## config.mk

```make
export PLATFORM = sky130hd
export DESIGN_NAME = snn_seq_ctrl_flat
export DESIGN_NICKNAME = d
export VERILOG_FILES = /design/src/rtl/snn_seq_ctrl_if.sv /design/src/rtl/snn_seq_ctrl.sv /design/src/flat_wrapper.sv
export SDC_FILE = /design/constraint.sdc
export NUM_CORES = 1
export LEC_CHECK = 0
export ABC_AREA = 0
export BUFFER_PORTS_ARGS = -buffer_cell sky130_fd_sc_hd__buf_2
export CORE_MARGIN = 2
export CORE_UTILIZATION = 27
export CTS_BUF_LIST = sky130_fd_sc_hd__clkbuf_2 sky130_fd_sc_hd__clkbuf_4 sky130_fd_sc_hd__clkbuf_8
export DETAILED_ROUTE_END_ITERATION = 16
export SLEW_MARGIN = 20
export SYNTH_ARGS = -nofsm -noshare
export SYNTH_HDL_FRONTEND = slang
export SYNTH_SLANG_ARGS = --single-unit
```

## constraint.sdc

```tcl
create_clock -name clk -period 2.4 [get_ports clk]
set_clock_uncertainty 0.05 [all_clocks]
set_input_delay 0.36 -clock clk [delete_from_list [all_inputs] [get_ports clk]]
set_output_delay 0.36 -clock clk [all_outputs]
set_load 0.02 [all_outputs]
```

## src/rtl/snn_seq_ctrl_if.sv

```systemverilog
// Bus bundle for the inference sequencer: UART rx/tx handshakes, input-RAM port and snn_core control.
// The master side is the sequencer itself; the slave side is everything around it.
interface snn_seq_ctrl_if #(
  parameter int ADDR_WIDTH = 10
);
  logic                  rx_rdy;
  logic [7:0]            rx_data;
  logic [ADDR_WIDTH-1:0] core_addr;
  logic                  core_done;
  logic [3:0]            core_digit;
  logic                  tx_busy;
  logic                  ram_we;
  logic [ADDR_WIDTH-1:0] ram_addr;
  logic                  ram_d;
  logic                  core_start;
  logic                  tx_start;
  logic [7:0]            tx_data;
  logic                  busy;
  logic                  overrun;

  modport master (
    input  rx_rdy, rx_data, core_addr, core_done, core_digit, tx_busy,
    output ram_we, ram_addr, ram_d, core_start, tx_start, tx_data, busy, overrun
  );

  modport slave (
    output rx_rdy, rx_data, core_addr, core_done, core_digit, tx_busy,
    input  ram_we, ram_addr, ram_d, core_start, tx_start, tx_data, busy, overrun
  );
endinterface

```

## src/rtl/snn_seq_ctrl.sv

```systemverilog
// Image-inference sequencer: unpacks UART bytes MSB-first into the pixel RAM, kicks snn_core,
// then sends the classified digit back as ASCII.
module snn_seq_ctrl #(
  parameter int NUM_PIXELS = 784,
  parameter int ADDR_WIDTH = 10
) (
  input  logic           clk,
  input  logic           rst_n,
  snn_seq_ctrl_if.master bus
);

  typedef enum logic [2:0] {
    IDLE,
    SHIFT,
    WAIT_B,
    START,
    COMPUTE,
    XMIT
  } state_t;

  localparam logic [ADDR_WIDTH-1:0] LAST_PIX = ADDR_WIDTH'(NUM_PIXELS - 1);

  state_t                r_state;
  logic [ADDR_WIDTH-1:0] r_pixCnt;
  logic [7:0]            r_shreg;
  logic [2:0]            r_bitCnt;
  logic [3:0]            r_digit;
  logic                  r_coreStart;
  logic                  r_overrun;

  logic w_shifting;
  logic w_rxDropped;

  assign w_shifting  = (r_state == SHIFT);
  // Bytes can only be absorbed while waiting for one; anything else is lost and flagged.
  assign w_rxDropped = bus.rx_rdy && (r_state inside {SHIFT, START, COMPUTE, XMIT});

  always_ff @(posedge clk) begin
    if (!rst_n) begin
      r_state     <= IDLE;
      r_pixCnt    <= '0;
      r_shreg     <= '0;
      r_bitCnt    <= '0;
      r_digit     <= '0;
      r_coreStart <= 1'b0;
      r_overrun   <= 1'b0;
    end else begin
      r_coreStart <= 1'b0;
      if (w_rxDropped) begin
        r_overrun <= 1'b1;
      end
      case (r_state)
        IDLE, WAIT_B: begin
          if (bus.rx_rdy) begin
            r_shreg  <= bus.rx_data;
            r_bitCnt <= '0;
            r_state  <= SHIFT;
          end
        end
        SHIFT: begin
          r_shreg  <= {r_shreg[6:0], 1'b0};
          r_bitCnt <= r_bitCnt + 3'd1;
          if (r_bitCnt == 3'd7) begin
            if (r_pixCnt == LAST_PIX) begin
              r_pixCnt    <= '0;
              r_coreStart <= 1'b1;
              r_state     <= START;
            end else begin
              r_pixCnt <= r_pixCnt + 1'b1;
              r_state  <= WAIT_B;
            end
          end else begin
            r_pixCnt <= r_pixCnt + 1'b1;
          end
        end
        START: begin
          r_state <= COMPUTE;
        end
        COMPUTE: begin
          if (bus.core_done) begin
            r_digit <= bus.core_digit;
            r_state <= XMIT;
          end
        end
        XMIT: begin
          if (!bus.tx_busy) begin
            r_state <= IDLE;
          end
        end
        default: begin
          r_state <= IDLE;
        end
      endcase
    end
  end

  // tx_start follows tx_busy directly so the pulse lands on the first free cycle.
  assign bus.tx_start   = (r_state == XMIT) && !bus.tx_busy;
  assign bus.tx_data    = {4'h3, r_digit};
  assign bus.ram_we     = w_shifting;
  assign bus.ram_d      = w_shifting && r_shreg[7];
  assign bus.ram_addr   = w_shifting ? r_pixCnt : bus.core_addr;
  assign bus.core_start = r_coreStart;
  assign bus.busy       = (r_state != IDLE);
  assign bus.overrun    = r_overrun;

endmodule

```

## src/flat_wrapper.sv

```systemverilog
// flat-port wrapper written by rule: the top's interface ports become plain ports
module snn_seq_ctrl_flat 
#(
  parameter int NUM_PIXELS = 784,
  parameter int ADDR_WIDTH = 10
)
  (clk, rst_n, bus_rx_rdy, bus_rx_data, bus_core_addr, bus_core_done, bus_core_digit, bus_tx_busy, bus_ram_we, bus_ram_addr, bus_ram_d, bus_core_start, bus_tx_start, bus_tx_data, bus_busy, bus_overrun);
  snn_seq_ctrl_if #(.ADDR_WIDTH(ADDR_WIDTH)) bus_i ();
  input  logic clk;
  input  logic rst_n;
  input wire logic [$bits(bus_i.rx_rdy)-1:0] bus_rx_rdy;
  input wire logic [$bits(bus_i.rx_data)-1:0] bus_rx_data;
  input wire logic [$bits(bus_i.core_addr)-1:0] bus_core_addr;
  input wire logic [$bits(bus_i.core_done)-1:0] bus_core_done;
  input wire logic [$bits(bus_i.core_digit)-1:0] bus_core_digit;
  input wire logic [$bits(bus_i.tx_busy)-1:0] bus_tx_busy;
  output wire logic [$bits(bus_i.ram_we)-1:0] bus_ram_we;
  output wire logic [$bits(bus_i.ram_addr)-1:0] bus_ram_addr;
  output wire logic [$bits(bus_i.ram_d)-1:0] bus_ram_d;
  output wire logic [$bits(bus_i.core_start)-1:0] bus_core_start;
  output wire logic [$bits(bus_i.tx_start)-1:0] bus_tx_start;
  output wire logic [$bits(bus_i.tx_data)-1:0] bus_tx_data;
  output wire logic [$bits(bus_i.busy)-1:0] bus_busy;
  output wire logic [$bits(bus_i.overrun)-1:0] bus_overrun;
  assign bus_i.rx_rdy = bus_rx_rdy;
  assign bus_i.rx_data = bus_rx_data;
  assign bus_i.core_addr = bus_core_addr;
  assign bus_i.core_done = bus_core_done;
  assign bus_i.core_digit = bus_core_digit;
  assign bus_i.tx_busy = bus_tx_busy;
  assign bus_ram_we = bus_i.ram_we;
  assign bus_ram_addr = bus_i.ram_addr;
  assign bus_ram_d = bus_i.ram_d;
  assign bus_core_start = bus_i.core_start;
  assign bus_tx_start = bus_i.tx_start;
  assign bus_tx_data = bus_i.tx_data;
  assign bus_busy = bus_i.busy;
  assign bus_overrun = bus_i.overrun;
  snn_seq_ctrl #(.NUM_PIXELS(NUM_PIXELS), .ADDR_WIDTH(ADDR_WIDTH)) u_core (.clk(clk), .rst_n(rst_n), .bus(bus_i));
endmodule
```

* Word level (Yosys, flattened, before mapping) *
Cells that the tools add are included.

storage, ports and cells
  register bits = 30
  latch bits = 0
  memory bits (writable) = 0
  bits in read-only memories = 0
  input bits = 27
  output and inout port bits = 24
  logic and storage cells = 47
  memories kept = 0

operators by class
  add/sub/neg operators = 2
  multiply operators = 0
  div/mod/pow operators = 0
  magnitude comparators = 0
  equal/unequal tests = 11
  shift operators = 0
  muxes and demuxes = 14
  bitwise operators = 0
  reduce and logical (&&, ||, !) cells = 13

operator list
  operator                                              count
  2-to-1 mux 10 bit                                     3
  case mux 8 bit (2 select lines)                       1
  2-to-1 mux 3 bit                                      5
  case mux 3 bit (5 select lines)                       1
  adder 10 x 1 -> 10 bit (second input constant)        1
  equality test 10 bit (second input constant)          1
  equality test 3 bit (second input constant)           3
  2-to-1 mux 8 bit                                      1
  != test 2 bit (second input constant)                 4
  equality test 3 x 2 -> 1 bit (second input constant)  2
  case mux 3 bit (2 select lines)                       1
  AND reduction 2 bit                                   2
  AND reduction 4 bit                                   1
  nonzero test 4 bit                                    1
  adder 3 x 1 -> 3 bit (second input constant)          1
  equality test 3 x 1 -> 1 bit (second input constant)  1
  logical AND 1 bit                                     3
  zero test 3 bit                                       1
  AND reduction 3 bit                                   1
  nonzero test 3 bit                                    1
  2-to-1 mux 1 bit                                      2
  nonzero test 2 bit                                    1
  OR reduction 2 bit                                    1
  zero test 1 bit                                       1

* Depth between registers and ports, before layout *
Gate-level depths: netlist (run 1).

  depth after elaboration = 4
  gate-level depth with buffers = 6
  mapped depth without buffers = 5

* Worst setup path before layout (run 1) *
Ideal clock, no wire load.

  kind = register -> output
  start = register u_core.r_state[1]
  end = output bus_ram_addr[0]
  arrival = 1609 ps
  data required time = 1990 ps
  slack = 381 ps
  cell stages (with the launch flop) = 7
  path buffers = 2
  path through = dfxtp_1 > or3b_1 > buf_6 > inv_2 > clkbuf_1 > nand2_1 > nand2_1

on the way
  cells in the longest elaborated chain, start to end = 2

RTL lines
  item                          RTL line             RTL
  start, declared               snn_seq_ctrl.sv:23   state_t r_state;
  start signal, assigned        snn_seq_ctrl.sv:40   r_state <= IDLE;
  start signal, assigned        snn_seq_ctrl.sv:57   r_state <= SHIFT;
  start signal, assigned        snn_seq_ctrl.sv:67   r_state <= START;
  equality test 3 x 1 -> 1 bit  snn_seq_ctrl.sv:34   assign w_shifting = (r_state == SHIFT);
  named net bus_ram_we          flat_wrapper.sv:17   output wire logic [$bits(bus_i.ram_we)-1:0] bus_ram_we;
  2-to-1 mux 10 bit             snn_seq_ctrl.sv:102  assign bus.ram_addr = w_shifting ? r_pixCnt : bus.core_addr;
  end, declared                 flat_wrapper.sv:18   output wire logic [$bits(bus_i.ram_addr)-1:0] bus_ram_addr;

The timed path passes the listed nets, and every way through them passes these cells.

* Worst setup path after layout (run 1) *
  start = register u_core.r_state[1]
  end = output bus_ram_d

on the way
  cells in the longest elaborated chain, start to end = 2

RTL lines
  item                          RTL line             RTL
  equality test 3 x 1 -> 1 bit  snn_seq_ctrl.sv:34
  logical AND 1 bit             snn_seq_ctrl.sv:101  assign bus.ram_d = w_shifting && r_shreg[7];
  end, declared                 flat_wrapper.sv:19   output wire logic [$bits(bus_i.ram_d)-1:0] bus_ram_d;

Every way passes these cells.

==> flow_summary.toml, run 1 <==
[yosys]
yosysSeqAreaShare = 0.392
synth_warnings = 0
yosysUniqueCellTypes = 41
synthDominantCellAreaShare = 0.392
syn_area_per_cell_sq_um = 8.19
netlist_top_cells_area = "dfxtp_1, nand2_1, nor2b_1"
synth_largest_area_cell = "dfxtp_1"
ys.flop_type = "dfxtp_1"
ys_ff_latch = 30
async_flop_share = 0
syn_inst = 187
synth-edff-count = 0
syn_area_sq_mm = 0.00153

[clock_tree]
cts_root_buf = "clkbuf_8"
cts_setup_buffers = 0
clkSinkCount = 30
cts_max_level = 2
path_clk_slew_ns = 0.06
worstSkewPairLatency_ns = 0.28
cts.path.max_buffers = 2
numCtsBuffers = 5
cts_tree = "built"

[critical_path]
worstSetupPathType = "flop to output pin"
setup.worst_path.end_class = "output pin"
cp_max_fo = 27
r2r-start = "u_core.r_state[1]"
worstSetupStartpoint = "u_core.r_state[1]"
startpoint_type = "flop"
worst-endpoint-arrival_ns = 1.75
critPathRequiredTime_ns = 1.99
r2r_slack_ns = 0.41

[timing]
slew_headroom = 0.610
setup_violations = 0
period_needed_ns = 2.16
drv_slew = 0
grt_setup_unrepaired = "false"
hold_viol_final = 0
tns_ns = 0
worst_pin_slew_ns = 0.583
max_freq_mhz = 463
finalCritPeriodShare = 0.900
worst_slack_ns = 0.239

[grt]
grtUsageTotal = 0.121
grt-ovfl-total = 0
grt_pass1_wl_mm = 6.00
grt_max_degree = 28
grt_pass1_vias = 1274
antenna_found_initial = 0

[power_and_ir_drop]
p_sw_frac = 0.261
peakVddDrop_v = 0.000224
p_int_uw = 800
p_per_area_mw_per_mm2 = 564
clkPwrFrac = 0.368
seqPwrFrac = 0.486
pwr-share-comb = 0.146
p_leak_nw = 0.835
netSwitchingPower_uw = 283

[min_path]
hold_path_class = "input port to flop"
worstHoldStart = "bus_core_digit[1]"

[final_layout]
antennaDiodeCount = 0
area_growth_pct = 25.4
final_util = 0.349
drive_gt1_frac = 0.271
nets = 266

[detailed_routing]
first_pass_iters = 4
routed_wl_mm = 3.54
detail_route.wl_per_cell_microns = 11.5
viasPerCell = 4.56
vias = 1403
drt-initial-drc-count = 81
drtAntennaViolNets = 0
drcViolationCount = 0

[die]
boundaryPins = 51
core_sq_mm = 0.00551
die_h_microns = 79.3
die_width_microns = 79.3
fp.dieArea_sq_mm = 0.00629
placementRows = 27
initial_core_util = 0.278

[placement]
place_congestion = 0.764
pre_cts_slack_ns = 0.440
place_hpwl_mm = 2.61
port_buffers = 46

[run]
maxCapViolCount = 0

[status]
status = "finished clean"
## synthesized netlist by cell type, types with 2 or more instances
cell type and instances:
nand2_1 40, dfxtp_1 30, nor2_1 12, nor2b_1 10
a22oi_1 8, clkbuf_1 6, nand3_1 6, a21boi_0 5
mux2i_1 5, o21ai_0 5, a21oi_1 4, buf_4 4
nor3_1 4, xnor2_1 4, xor2_1 4, and2_1 3
ha_1 3, inv_1 3, and3_1 2, conb_1 2
nand2b_1 2, nand4_1 2, nand4b_1 2, nor3b_1 2
nor3b_2 2, nor4b_1 2
## final cells by class
class	count	area (sq um)
repair buffers	52	275
multi-input cells	143	855
clock buffers	7	83.8
fillers	600	3590
inverters	4	16.3
well taps	72	90.1
flip-flops and latches	30	601
## cell usage in the layout, fill, tap and decap left out, types with 3 or more instances in the layout
cell / netlist / final
buf_2: 1 / 46
nand2_1: 40 / 40
nor2_1: 12 / 12
a22oi_1: 8 / 8
nor3_1: 4 / 4
a21boi_0: 5 / 5
ha_1: 3 / 3
clkbuf_8: 0 / 5
and2_1: 3 / 3
dfxtp_1: 30 / 30
nand3_1: 6 / 6
mux2i_1: 5 / 5
o21ai_0: 5 / 5
xor2_1: 4 / 4
inv_1: 3 / 3
a21oi_1: 4 / 4
nor2b_1: 10 / 10
buf_4: 4 / 6
conb_1: 2 / 4
xnor2_1: 4 / 4
## path summary, 6_finish.rpt
kind / end / depth (start not counted)
setup / recovery: bus_ram_d / 4
hold / removal: u_core.r_digit[1] / 3
setup reg to reg: u_core.r_shreg[6] / 5
hold reg to reg: u_core.r_shreg[7] / 2
## power by group through the flow
stage | clock network (mW) | registers, mW | logic (mW)
6_report | 0.399 | 0.526 | 0.158
5_1_grt | 0.432 | 0.527 | 0.180
4_1_cts | 0.413 | 0.526 | 0.160
3_5_place_dp | 0 | 0.537 | 0.160
3_3_place_gp | 0 | 0.537 | 0.158
2_1_floorplan | 0 | 0.535 | 0.105
## flip-flops by register name (all words and copies together), names as in the netlist
name                   cells
u_core.bus.core_start      1
u_core.bus.overrun         1
u_core.r_bitCnt            3
u_core.r_shreg             8
u_core.r_state             3
u_core.r_digit             4
u_core.r_pixCnt           10
## worst max-delay path, stage by stage (launching register included)
cell      delay, ns
dfxtp_1        0.34
or3b_1         0.51
clkinv_2       0.30
and2_1         0.17
buf_2          0.15
## logic make-up (layout without fill, tap and decap cells)
| logic type | count (synthesis) | count (layout) | synth area share |
|---|---|---|---|
| muxes | 5 | 5 | 0.0327 |
| DFF | 30 | 30 | 0.392 |
| adders and majority gates | 3 | 3 | 0.0245 |
| AOI/OAI and AO/OA | 29 | 29 | 0.129 |
| xor gates and xnor gates | 8 | 8 | 0.0457 |
| and+or+nand+nor | 94 | 94 | 0.316 |
| other | 2 | 4 | 0.00490 |
| buffers and inverters | 16 | 63 | 0.0547 |
## stage by stage
step           area [sq um]  total power [mW]  instances  hold slack [ns]
2_1_floorplan          1540             0.641        189            0.389
3_3_place_gp           1840             0.695        301            0.404
3_5_place_dp           1840             0.696        301            0.409
4_1_cts                1920              1.10        308            0.282
5_1_grt                1920              1.14        308            0.299
6_report               1920              1.08        308            0.287
## what timing repair did
item,in CTS,in global routing
hold buffers,0,0
gates resized for setup,0,1
endpoints found under the setup margin,0,2
## per-layer routing
metal,global-route usage,up-vias,share of wire
li1,-,730,-
met1,0.152,620,0.48
met2,0.195,46,0.43
met3,0.0398,7,0.072
met4,0.0414,0,0.017
met5,0,-,0
No activity file was read; power rests on OpenSTA's default activity.
==> run 2: changes to the inputs <==
--- a/config.mk
+++ b/config.mk
@@ -8,9 +8,10 @@
 export ABC_AREA = 0
 export BUFFER_PORTS_ARGS = -buffer_cell sky130_fd_sc_hd__buf_2
 export CORE_MARGIN = 2
-export CORE_UTILIZATION = 27
+export CORE_UTILIZATION = 52
 export CTS_BUF_LIST = sky130_fd_sc_hd__clkbuf_2 sky130_fd_sc_hd__clkbuf_4 sky130_fd_sc_hd__clkbuf_8
 export DETAILED_ROUTE_END_ITERATION = 16
+export PLACE_DENSITY = 0.82
 export SLEW_MARGIN = 20
 export SYNTH_ARGS = -nofsm -noshare
 export SYNTH_HDL_FRONTEND = slang
==> run 2 against run 1 <==
Compared with the run above: combinational power barely moved; critical endpoint unchanged; final cell count is 13% lower; first-iteration DRC count shrank 79%; largest cell class unchanged; core utilization increased by 32 points; wire length is 11% lower; non-clock buffer count up 1; worst setup slack got worse by 0.062 ns; critical path depth is the same; highest routed layer unchanged; clock power fell by 2%.
==> flow_summary.toml, run 2 (synthesis gave the netlist of run 1 again) <==
[status]
status = "finished clean"

[timing]
tns_ns = 0
hold_viol_final = 0
max_freq_mhz = 450
grt_setup_unrepaired = "false"
slew_headroom = 0.667
drv_slew = 0
worst_pin_slew_ns = 0.498
finalCritPeriodShare = 0.926
setup_violations = 0
period_needed_ns = 2.22

[clock_tree]
cts_tree = "built"
clkSinkCount = 30
holdBufCountCts = 0
cts.path.max_buffers = 2
cts_root_buf = "clkbuf_4"
cts_max_level = 2
numCtsBuffers = 5
path_clk_slew_ns = 0.10
cts_setup_buffers = 0
worstSkewPairLatency_ns = 0.34

[die]
core_sq_mm = 0.00278
initial_core_util = 0.551
placementRows = 19
die_h_microns = 58.3
die_width_microns = 58.3
fp.dieArea_sq_mm = 0.00340
boundaryPins = 51

[grt]
grt-ovfl-total = 0
grt_max_degree = 27
grt_pass1_vias = 1210
antenna_found_initial = 0
grt_pass1_wl_mm = 5.29
grtUsageTotal = 0.208

[critical_path]
r2r_end = "u_core.r_shreg[1]"
cp_max_fo = 20
startpoint_type = "flop"
reg2reg_depth = 6
r2r_slack_ns = 0.48
worst-endpoint-arrival_ns = 1.81
setup.worst_path.end_class = "output pin"
worstSetupPathType = "flop to output pin"
r2r-start = "u_core.r_state[1]"
critPathRequiredTime_ns = 1.99

[placement]
port_buffers = 46
place_hpwl_mm = 2.29
place_congestion = 0.736
place_area_sq_mm = 0.00179

[final_layout]
antennaDiodeCount = 0
top_regs = "u_core.r_pixCnt (10), u_core.r_shreg (8), u_core.r_digit (4)"
largest_register_ffs = 10
area_growth_pct = 22.1
multi_input_area_sq_um = 855
mostFrequentLayoutCell = "buf_2"
layout_common_cells = "buf_2, nand2_1, dfxtp_1"
nets = 267
drive_gt1_frac = 0.277
regMostFlops = "u_core.r_pixCnt"
fillers = 241
final_area_sq_mm = 0.00187
final_util = 0.673
register_area_sq_um = 601

[min_path]
hold_path_class = "input port to flop"
worstHoldStart = "bus_core_digit[0]"
worstHoldPathCells = 3
min_to = "u_core.r_digit[0]"

[detailed_routing]
detail_route.wl_per_cell_microns = 11.7
routed_wl_mm = 3.16
drt-initial-drc-count = 17
vias = 1417
viasPerCell = 5.27
drcViolationCount = 0
first_pass_iters = 4
drtAntennaViolNets = 0

[power_and_ir_drop]
peakVddDrop_v = 0.000646
p_per_area_mw_per_mm2 = 574
p_leak_nw = 0.840
power.total_mw = 1.07

[run]
maxCapViolCount = 0
-- run 2: changes by cell type in the layout (fill, tap and decap cells not counted) --
| cell | change |
|---|---|
| clkinv_2 | +2 |
| clkbuf_4 | +3 |
| bufinv_16 | +1 |
| buf_4 | +1 |
| clkbuf_8 | -5 |
-- run 2: worst max-delay path, cell delays in order (launching register included) --
cell      delay, ns
dfxtp_1        0.35
or3b_1         0.55
clkinv_2       0.27
and2_1         0.16
buf_2          0.15
-- run 2: worst max path at each step --
stage | end | slack, ns | startpoint
2_1_floorplan | bus_ram_addr[0] | 0.38 | u_core.r_state[1]
3_3_place_gp | bus_ram_d | 0.53 | u_core.r_state[1]
3_5_place_dp | bus_ram_d | 0.49 | u_core.r_state[1]
4_1_cts | bus_ram_d | 0.11 | u_core.r_state[1]
5_1_grt | bus_ram_addr[2] | 0.03 | u_core.r_state[1]
6_report | bus_ram_d | 0.18 | u_core.r_state[1]
-- run 2: power breakdown --
| part | leakage [nW] | internal [mW] | switching, mW |
|---|---|---|---|
| Clock | 0.0450 | 0.215 | 0.175 |
| Sequential | 0.244 | 0.514 | 0.0110 |
| Combinational | 0.551 | 0.0648 | 0.0929 |
| Total | 0.840 | 0.795 | 0.279 |
-- run 2: repair_timing --
item | CTS | global route
resized for setup | 0 | 1
setup endpoints to repair | 0 | 8
hold endpoints to repair | 0 | 0
-- run 2: through the flow --
step	setup WS [ns]	std cells	hold WS, ns
after detailed placement	0.487	261	0.413
after global placement	0.527	261	0.405
after global routing	0.0284	269	0.246
final	0.178	269	0.233
after CTS	0.108	269	0.223
after floorplan	0.381	189	0.389
-- run 2: final cells by class --
class | count | area share
well taps | 31 | 0.0207
clock buffers | 5 | 0.0201
repair buffers | 53 | 0.151
multi-input cells | 143 | 0.457
inverters | 4 | 0.00870
clock inverters | 3 | 0.0214
flip-flops and latches | 30 | 0.321
-- run 2: metal layers --
layer / wire length [microns] / global-route usage / vias up / part of all wire
li1: - / - / 736 / -
met1: 1410 / 0.241 / 625 / 0.45
met2: 1480 / 0.342 / 48 / 0.47
met3: 192 / 0.0491 / 8 / 0.061
met4: 78 / 0.130 / 0 / 0.025
met5: 0 / 0 / - / 0
==> run 3: changes to the inputs <==
--- a/config.mk
+++ b/config.mk
@@ -5,13 +5,13 @@
 export SDC_FILE = /design/constraint.sdc
 export NUM_CORES = 1
 export LEC_CHECK = 0
-export ABC_AREA = 0
+export ABC_AREA = 1
 export BUFFER_PORTS_ARGS = -buffer_cell sky130_fd_sc_hd__buf_2
 export CORE_MARGIN = 2
 export CORE_UTILIZATION = 52
 export CTS_BUF_LIST = sky130_fd_sc_hd__clkbuf_2 sky130_fd_sc_hd__clkbuf_4 sky130_fd_sc_hd__clkbuf_8
 export DETAILED_ROUTE_END_ITERATION = 16
-export PLACE_DENSITY = 0.82
+export PLACE_DENSITY = 0.81
 export SLEW_MARGIN = 20
 export SYNTH_ARGS = -nofsm -noshare
 export SYNTH_HDL_FRONTEND = slang
==> run 3 against run 2 <==
Compared with the run above: non-clock buffer count fell by 6; core utilization fell by 5.9 points; global-route usage fell by 0.39 points; via count rose by 6.3%; hold slack improved by 0.017 ns; register-to-register slack improved by 0.10 ns; sequential share of layout area rose by 0.75 points; die area rose by 3.8%; largest power group unchanged.
==> flow_summary.toml, run 3 <==
[status]
status = "finished clean"

[timing]
holdWs_ns = 0.251
drv_slew = 0
slew_headroom = 0.586
tns_ns = 0
hold_viol_final = 0
period_needed_ns = 2.14
finalCritPeriodShare = 0.890
max_freq_mhz = 468
setup_violations = 0
grt_setup_unrepaired = "false"
worst_pin_slew_ns = 0.619

[final_layout]
drive_gt1_frac = 0.233
regMostFlops = "u_core.r_pixCnt"
top_regs = "u_core.r_pixCnt (10), u_core.r_shreg (8), u_core.r_digit (4)"
largest_register_ffs = 10
antennaDiodeCount = 0
layout_common_cells = "nand2_1, buf_2, dfxtp_1"
area_growth_pct = 14.7
nets = 299
mostFrequentLayoutCell = "nand2_1"
final_area_sq_mm = 0.00183

[min_path]
min_to = "u_core.r_shreg[0]"
hold_path_class = "input port to flop"
worstHoldStart = "bus_rx_data[0]"
worstHoldPathCells = 3

[die]
die_h_microns = 59.4
core_sq_mm = 0.00298
initial_core_util = 0.535
placementRows = 20
die_width_microns = 59.4
boundaryPins = 51
fp.dieArea_sq_mm = 0.00352

[yosys]
syn_area_sq_mm = 0.00159
syn_inst = 225
ys.flop_type = "dfxtp_1"
ys_ff_latch = 30
yosysMostFrequentCell = "nand2_1"
synth_largest_area_cell = "dfxtp_1"
async_flop_share = 0
netlist_top_cells_area = "dfxtp_1, nand2_1, nor2_1"
yosysUniqueCellTypes = 29
yosysSeqAreaShare = 0.377
synth-edff-count = 0
synth_warnings = 0
synthDominantCellAreaShare = 0.377
syn_area_per_cell_sq_um = 7.08
synth_common_cells = "nand2_1, dfxtp_1, nor2_1, inv_1, nand3_1"

[critical_path]
r2r-start = "u_core.r_state[1]"
reg2reg_depth = 7
r2r_slack_ns = 0.58
critPathRequiredTime_ns = 1.99
startpoint_type = "flop"
setup.worst_path.end_class = "output pin"
worstSetupPathType = "flop to output pin"
worst-endpoint-arrival_ns = 1.73
cp_max_fo = 18
r2r_end = "u_core.r_pixCnt[9]"

[clock_tree]
path_clk_slew_ns = 0.09
cts_max_level = 2
cts_tree = "built"
cts.path.max_buffers = 2
numCtsBuffers = 5
clkSinkCount = 30
holdBufCountCts = 0
worstSkewPairLatency_ns = 0.33
cts_setup_buffers = 0
cts_resized = 0
cts_root_buf = "clkbuf_4"

[placement]
place_congestion = 0.790
place_area_sq_mm = 0.00176
port_buffers = 46
place_hpwl_mm = 2.42

[power_and_ir_drop]
p_leak_nw = 0.835
p_per_area_mw_per_mm2 = 815
peakVddDrop_v = 0.000555

[detailed_routing]
drtAntennaViolNets = 0
detail_route.wl_per_cell_microns = 10.7
routed_wl_mm = 3.25
drcViolationCount = 0
drt-initial-drc-count = 47
vias = 1506
first_pass_iters = 4
viasPerCell = 4.97

[grt]
grt_max_degree = 19
grt_pass1_wl_mm = 5.43
grt_pass1_vias = 1332
grtUsageTotal = 0.204
antenna_found_initial = 0
grt-ovfl-total = 0

[run]
maxCapViolCount = 0
run 3: cell types whose count changed in the layout (fill, tap and decap cells not counted), moves of 6 or more:
cell     before  now
inv_1         3   20
nor2_1       12   29
nand2_1      40   56
nand3_1       6   18
nor2b_1      10    0
a21oi_1       4   13
o21ai_0       5   14
a22oi_1       8    0
buf_4         7    1
run 3: worst max-delay path, stage by stage (launching register included):
cell and delay, ns:
dfxtp_1 0.34, inv_1 0.13, nand3_2 0.28, inv_2 0.35
nand2_1 0.08, nand2_1 0.06, buf_2 0.15
run 3: where the power goes:
group	internal (mW)	switching (mW)
logic	0.173	0.378
registers	0.566	0.0513
clock network	0.153	0.169
total	0.892	0.599
run 3: how the worst max path moves through the flow:
stage,start,endpoint,slack (ns)
floorplan,u_core.r_state[1],bus_ram_addr[0],0.67
finish,u_core.r_state[1],bus_ram_addr[2],0.26
global route,u_core.r_state[1],bus_ram_addr[1],0.09
detailed placement,u_core.r_state[1],u_core.r_pixCnt[8],0.60
global placement,u_core.r_state[0],u_core.r_pixCnt[8],0.66
CTS,u_core.r_state[1],bus_ram_addr[2],0.25
run 3: per-layer routing:
layer  track usage  routed length [microns]
met1         0.247                     1540
met2         0.342                     1450
met3        0.0611                      228
met4        0.0682                       38
met5             0                        0
run 3: area by class of cell:
cell class              instances  area (sq um)
fillers                       291          1150
multi-input cells             162           797
flip-flops and latches         30           601
repair buffers                 47           238
inverters                      23          87.6
clock buffers                   7          58.8
well taps                      33          41.3
clock inverters                 1          5.00
run 3: cells by family (layout without fill, tap and decap cells):
logic type / count (synthesis) / count (layout) / synth area share
simple gates: 112 / 112 / 0.306
compound gates: 37 / 37 / 0.128
other cells: 2 / 4 / 0.00471
flops: 30 / 30 / 0.377
fa+ha+maj: 3 / 3 / 0.0236
buf+inv: 35 / 78 / 0.128
xor+xnor: 6 / 6 / 0.0330
run 3: metrics by stage:
stage                     total power [mW]  setup WS, ns  std cells   util
after floorplan                       1.08         0.666        227      -
after global placement                1.17         0.662        295  0.592
after detailed placement              1.18         0.595        295  0.592
after CTS                             1.50         0.251        303  0.614
after global routing                  1.60        0.0858        303  0.614
final                                 1.49         0.264        303  0.614
